`src/rtl/uart_tx_fifo.sv`:
```
// UART transmitter fed by a small circular FIFO; queued characters leave back-to-back.
// Frame: start, DATA_BITS LSB first, optional parity, STOP_BITS stop bits.
module uart_tx_fifo #(
    parameter int unsigned BIT_RATE   = 9600,
    parameter int unsigned CLK_HZ     = 12_000_000,
    parameter int unsigned DATA_BITS  = 8,
    parameter int unsigned PARITY     = 0,
    parameter int unsigned STOP_BITS  = 1,
    parameter int unsigned FIFO_DEPTH = 4
) (
    input  logic                              CLK,
    input  logic                              RST_N,
    input  logic                              WR,
    input  logic [DATA_BITS-1:0]              DATA,
    output logic                              FULL,
    output logic [$clog2(FIFO_DEPTH+1)-1:0]   LEVEL,
    output logic                              BUSY,
    output logic                              TX
);

    localparam int unsigned CPB = CLK_HZ / BIT_RATE;
    localparam int unsigned CW  = $clog2(CPB);
    localparam int unsigned IW  = $clog2(DATA_BITS + 1);
    localparam int unsigned LW  = $clog2(FIFO_DEPTH + 1);
    localparam int unsigned AW  = $clog2(FIFO_DEPTH);

    localparam logic [CW-1:0] CNT_LAST  = CW'(CPB - 1);
    localparam logic [IW-1:0] DATA_LAST = IW'(DATA_BITS - 1);
    localparam logic [IW-1:0] STOP_LAST = IW'(STOP_BITS - 1);
    localparam logic [LW-1:0] LVL_FULL  = LW'(FIFO_DEPTH);

    if ((DATA_BITS < 5) || (DATA_BITS > 9) || (STOP_BITS < 1) || (STOP_BITS > 2) ||
        (PARITY > 2) || (CPB < 2) || (FIFO_DEPTH < 2) ||
        ((FIFO_DEPTH & (FIFO_DEPTH - 1)) != 0)) begin : g_param_error
        $error("uart_tx_fifo: illegal parameter combination");
    end

    typedef enum logic [2:0] {StIdle, StStart, StData, StParity, StStop} state_t;

    state_t               r_state;
    logic [DATA_BITS-1:0] r_mem [FIFO_DEPTH];
    logic [AW-1:0]        r_wptr;
    logic [AW-1:0]        r_rptr;
    logic [LW-1:0]        r_level;
    logic                 r_full;
    logic [CW-1:0]        r_cnt;
    logic [IW-1:0]        r_idx;
    logic [DATA_BITS-1:0] r_shift;
    logic                 r_par;
    logic                 r_tx;

    logic                 w_bit_end;
    logic                 w_push;
    logic                 w_pop;
    logic [LW-1:0]        w_level_nxt;
    logic [DATA_BITS-1:0] w_head;

    assign w_bit_end = (r_cnt == CNT_LAST);
    assign w_push    = WR && !r_full;
    // Pop from idle, or on the final stop-bit cycle so the next start bit follows with no gap.
    assign w_pop     = (r_level != '0) &&
                       ((r_state == StIdle) ||
                        ((r_state == StStop) && w_bit_end && (r_idx == STOP_LAST)));
    assign w_head    = r_mem[r_rptr];

    always_comb begin
        w_level_nxt = r_level;
        if (w_push && !w_pop) begin
            w_level_nxt = r_level + LW'(1);
        end else if (!w_push && w_pop) begin
            w_level_nxt = r_level - LW'(1);
        end
    end

    always_ff @(posedge CLK) begin
        if (w_push) begin
            r_mem[r_wptr] <= DATA;
        end
    end

    always_ff @(posedge CLK or negedge RST_N) begin
        if (!RST_N) begin
            r_wptr  <= '0;
            r_rptr  <= '0;
            r_level <= '0;
            r_full  <= 1'b0;
        end else begin
            if (w_push) r_wptr <= r_wptr + AW'(1);
            if (w_pop)  r_rptr <= r_rptr + AW'(1);
            r_level <= w_level_nxt;
            r_full  <= (w_level_nxt == LVL_FULL);
        end
    end

    always_ff @(posedge CLK or negedge RST_N) begin
        if (!RST_N) begin
            r_state <= StIdle;
            r_cnt   <= '0;
            r_idx   <= '0;
            r_shift <= '0;
            r_par   <= 1'b0;
            r_tx    <= 1'b1;
        end else if (w_pop) begin
            r_shift <= w_head;
            r_par   <= (PARITY == 1) ? ~^w_head : ^w_head;
            r_tx    <= 1'b0;
            r_cnt   <= '0;
            r_idx   <= '0;
            r_state <= StStart;
        end else begin
            case (r_state)
                StIdle: begin
                    r_tx <= 1'b1;
                end
                StStart: begin
                    if (w_bit_end) begin
                        r_cnt   <= '0;
                        r_idx   <= '0;
                        r_tx    <= r_shift[0];
                        r_shift <= r_shift >> 1;
                        r_state <= StData;
                    end else begin
                        r_cnt <= r_cnt + CW'(1);
                    end
                end
                StData: begin
                    if (w_bit_end) begin
                        r_cnt <= '0;
                        if (r_idx == DATA_LAST) begin
                            r_idx <= '0;
                            if (PARITY != 0) begin
                                r_tx    <= r_par;
                                r_state <= StParity;
                            end else begin
                                r_tx    <= 1'b1;
                                r_state <= StStop;
                            end
                        end else begin
                            r_idx   <= r_idx + IW'(1);
                            r_tx    <= r_shift[0];
                            r_shift <= r_shift >> 1;
                        end
                    end else begin
                        r_cnt <= r_cnt + CW'(1);
                    end
                end
                StParity: begin
                    if (w_bit_end) begin
                        r_cnt   <= '0;
                        r_idx   <= '0;
                        r_tx    <= 1'b1;
                        r_state <= StStop;
                    end else begin
                        r_cnt <= r_cnt + CW'(1);
                    end
                end
                StStop: begin
                    if (w_bit_end) begin
                        r_cnt <= '0;
                        if (r_idx == STOP_LAST) begin
                            r_idx   <= '0;
                            r_tx    <= 1'b1;
                            r_state <= StIdle;
                        end else begin
                            r_idx <= r_idx + IW'(1);
                        end
                    end else begin
                        r_cnt <= r_cnt + CW'(1);
                    end
                end
                default: begin
                    r_tx    <= 1'b1;
                    r_state <= StIdle;
                end
            endcase
        end
    end

    assign FULL  = r_full;
    assign LEVEL = r_level;
    assign BUSY  = (r_state != StIdle) || (r_level != '0);
    assign TX    = r_tx;

endmodule
```
`config.mk`:
```
export PLATFORM = sky130hd
export DESIGN_NAME = uart_tx_fifo
export DESIGN_NICKNAME = d
export VERILOG_FILES = /design/src/rtl/uart_tx_fifo.sv
export SDC_FILE = /design/constraint.sdc
export NUM_CORES = 1
export LEC_CHECK = 0
export CORE_MARGIN = 5
export CORE_UTILIZATION = 60
export DETAILED_ROUTE_END_ITERATION = 12
export PLACE_DENSITY_LB_ADDON = 0.12
export SLEW_MARGIN = 25
export SYNTH_ARGS = -nofsm -noshare
export SYNTH_HDL_FRONTEND = slang
export SYNTH_SLANG_ARGS = --single-unit
```
`constraint.sdc`:
```
create_clock -name CLK -period 3.77 [get_ports CLK]
set_input_delay 0.9425 -clock CLK [delete_from_list [all_inputs] [get_ports CLK]]
set_output_delay 0.9425 -clock CLK [all_outputs]
set_load 0.05 [all_outputs]
```
==> summary.txt <==
======================================================================================================
Async S/R FF share, synth                                                                        0.522
Worst setup timing slack at the placement stage                                                 842 ps
Level count of the clock H-tree                                                                      3
Fraction of synthesized cell area taken by the top area cell type                                0.296
Number of hold-slack violations in the final timing report                                           0
Critical path data arrival time                                                                2340 ps
Floorplan die height                                                                           83.6 um
Required @ worst endpoint                                                                      2830 ps
CTS max path bufs                                                                                    2
Detailed Route Iter0 Violations                                                                    105
Number of instances in the synthesized netlist                                                     246
Layout Nets                                                                                        286
Final weighted congestion in routability-driven placement                                        0.890
Least setup slack across all paths after layout                                                 490 ps
Switching part of the total                                                                      0.320
Leakage Power                                                                                  1.41 nW
GR Util All Layers                                                                               0.186
Vias                                                                                              1981
TritonCTS sink count                                                                                67
Max-cap violation count                                                                              0
WHS Path Cells                                                                                       1
Count of distinct cell types in the synthesized netlist                                             55
Clock transition at the register clock pins on the worst setup and hold paths after CTS          70 ps
Post-detail-place hpwl                                                                         4110 um
X dimension of the die                                                                         83.6 um
Initial core utilization                                                                         0.628
Slew at the pin closest to its max-slew limit                                                   794 ps
Peak clock frequency supported by timing                                                       305 MHz
Crit Path Class                                                                           flip-flop to output port
WL per Instance                                                                                17.3 um
Area added between synthesis and finish                                                          12.8%
Total global routing overflow                                                                        0
P per Cell Area                                                                            689 mW/mm^2
Post-detailed-route DRC marker count                                                                 0
Nature of the critical path endpoint                                                       output port
Insertion delay of the later-clocked pin in the worst-skew pair                                 330 ps
Synthesized cell area                                                                     0.00325 mm^2
Count of pins over their slew limit                                                                  0
Seq/Total Area, Yosys                                                                            0.566
EDFF count, synth                                                                                   32
Setup violations, final                                                                              0
Layout Skew                                                                                    7.84 ps
Maximum number of pins on one net before global-route repair                                        36
Largest fanout on the critical path                                                                 12
Number of resized instances in the post-cts repair step                                              0
Final WL                                                                                       5870 um
Die area                                                                                  0.00698 mm^2
Floorplan core area                                                                       0.00517 mm^2
CTS Root Cell                                                                                 clkbuf_8
Number of cells traversed by the worst register-to-register path                                     7
Critical Path Source Type                                                                    flip-flop
Number of synthesized register bits                                                                 67
Sequential group share of total power                                                            0.445
Clock period minus worst slack                                                                 3280 ps
Synthesized area per cell                                                                    13.2 um^2
Port buffer count                                                                                   16
Gate power share                                                                                 0.303
Layout cells sized above 1                                                                       0.190
Placed inst area                                                                          0.00345 mm^2
First-pass GRT wire length                                                                    10000 um
Number of placed I/O pins                                                                           17
Synth warnings                                                                                       0
Antenna violations before repair                                                                     0
Setup repair after global routing missed its margin                                                 no
Via count of the first global-routing pass                                                        2015
Final sum of negative setup slack                                                                 0 ps
Quantity of hold-fixing buffers added after cts                                                      0
Number of antenna diodes                                                                             0
Vias per cell                                                                                     5.84
Share of the clock period used by the worst path                                                 0.870
First-pass DRT Iterations                                                                            4
Ys flop type                                                                                   dfrtp_1
Clock network fraction of total power                                                            0.252
Cts bufs inserted                                                                                    9
Min-delay worst type                                                                      flip-flop to flip-flop
Worst vdd rail ir drop                                                                      0.000536 V
Final Core Density                                                                               0.708
Placement row count                                                                                 26
Mapped Nets                                                                                        268
Post-CTS Setup Bufs                                                                                  0
Remaining antenna violation count                                                                    0
TritonCTS clock tree                                                                             built
Power spent charging and discharging nets                                                     0.806 mW
Synth area leaders                                                                        edfxtp_1 (30%), dfrtp_1 (26%), mux2_2 (5.9%)
Max_slew headroom                                                                                0.471
Final instance area                                                                       0.00366 mm^2
Run status                                                                                finished clean
Post-synth top area cell                                                                      edfxtp_1
Internal cell power                                                                            1.72 mW
Power consumption                                                                              2.52 mW
======================================================================================================
[power by group through the flow]
stage	Sequential (mW)	Clock, mW	Combinational (mW)
final	1.12	0.635	0.764
after global routing	1.16	0.690	0.841
after CTS	1.13	0.650	0.773
after detailed placement	1.14	0	0.766
after global placement	1.13	0	0.759
after floorplan	1.14	0	0.552
[stage by stage]
step	hold WS (ps)	cells
6_report	500	339
3_5_place_dp	489	323
3_3_place_gp	482	323
2_1_floorplan	462	246
4_1_cts	507	339
5_1_grt	524	339
[cell usage in the layout, fill, tap and decap left out, drive strengths merged, types with 2 or more instances in the layout]
cell,n
a21oi,6
a22o,3
a22oi,2
a31oi,3
and2,5
buf,2
bufinv,2
clkbuf,11
clkdlybuf4s50,15
clkinv,3
dfrtp,34
edfxtp,32
ha,11
inv,11
mux2,17
mux4,8
nand2,12
nand2b,4
nand3,4
nand4,2
nor2,15
nor2b,4
nor3,10
nor4,3
nor4b,3
o21ai,8
or3b,2
or4,2
or4b,2
xnor2,12
xor2,2
[logic make-up (layout without fill, tap and decap cells)]
kind of cell / Yosys count / in the layout / synth area share
simple gates: 72 / 72 / 0.128
flops: 67 / 67 / 0.566
compound gates: 34 / 34 / 0.0767
mux: 26 / 26 / 0.118
buf+inv: 22 / 45 / 0.0297
xor+xnor: 14 / 14 / 0.0401
fa+ha+maj: 11 / 11 / 0.0424
[state kept, by name, summed over array words and instances, names as in the netlist]
signal / flops
r_mem: 32
r_cnt: 11
r_shift: 8
r_idx: 4
LEVEL: 3
r_state: 3
r_rptr: 2
r_wptr: 2
FULL: 1
TX: 1
[cell usage after synthesis, types with 5 or more instances]
cell and n:
edfxtp_1 32, ha_1 11, mux4_2 8, nand2_1 12, mux2_2 17, dfrtp_1 34
xnor2_1 11, nor2_1 14, and2_1 5, inv_1 11, o21ai_0 8, a21oi_1 6
nor3_1 10
[worst max-delay path: stages (launching register included)]
cell and delay, ps:
dfrtp_1 510, nor2_1 560, nand3_1 190, clkdlybuf4s50_1 740
[per-layer routing]
metal,GRT usage,up-vias,share of wire
met3,0.0553,8,0.036
met2,0.283,42,0.49
met5,0,-,0
met1,0.252,976,0.46
met4,0.0702,0,0.021
li1,-,955,-
[worst paths after layout]
path | from | endpoint | slack, ps
max | r_state[1] | BUSY | 490
min | r_shift[7] | r_shift[7] | 500
max reg2reg | r_idx[0] | r_shift[0] | 890
min reg2reg | r_shift[7] | r_shift[7] | 500
max in group asynchronous | RST_N | FULL | 2560
min in group asynchronous | RST_N | r_shift[4] | 700
[area by class of cell]
class	count	area [um^2]
Clock buffer	11	141
Clock inverter	5	76.3
Fill cell	344	1510
Inverter	12	45.0
Multi-Input combinational cell	157	1310
Sequential cell	67	1840
Tap cell	70	87.6
Timing Repair Buffer	17	163
No activity file was read; power rests on OpenSTA's default activity.
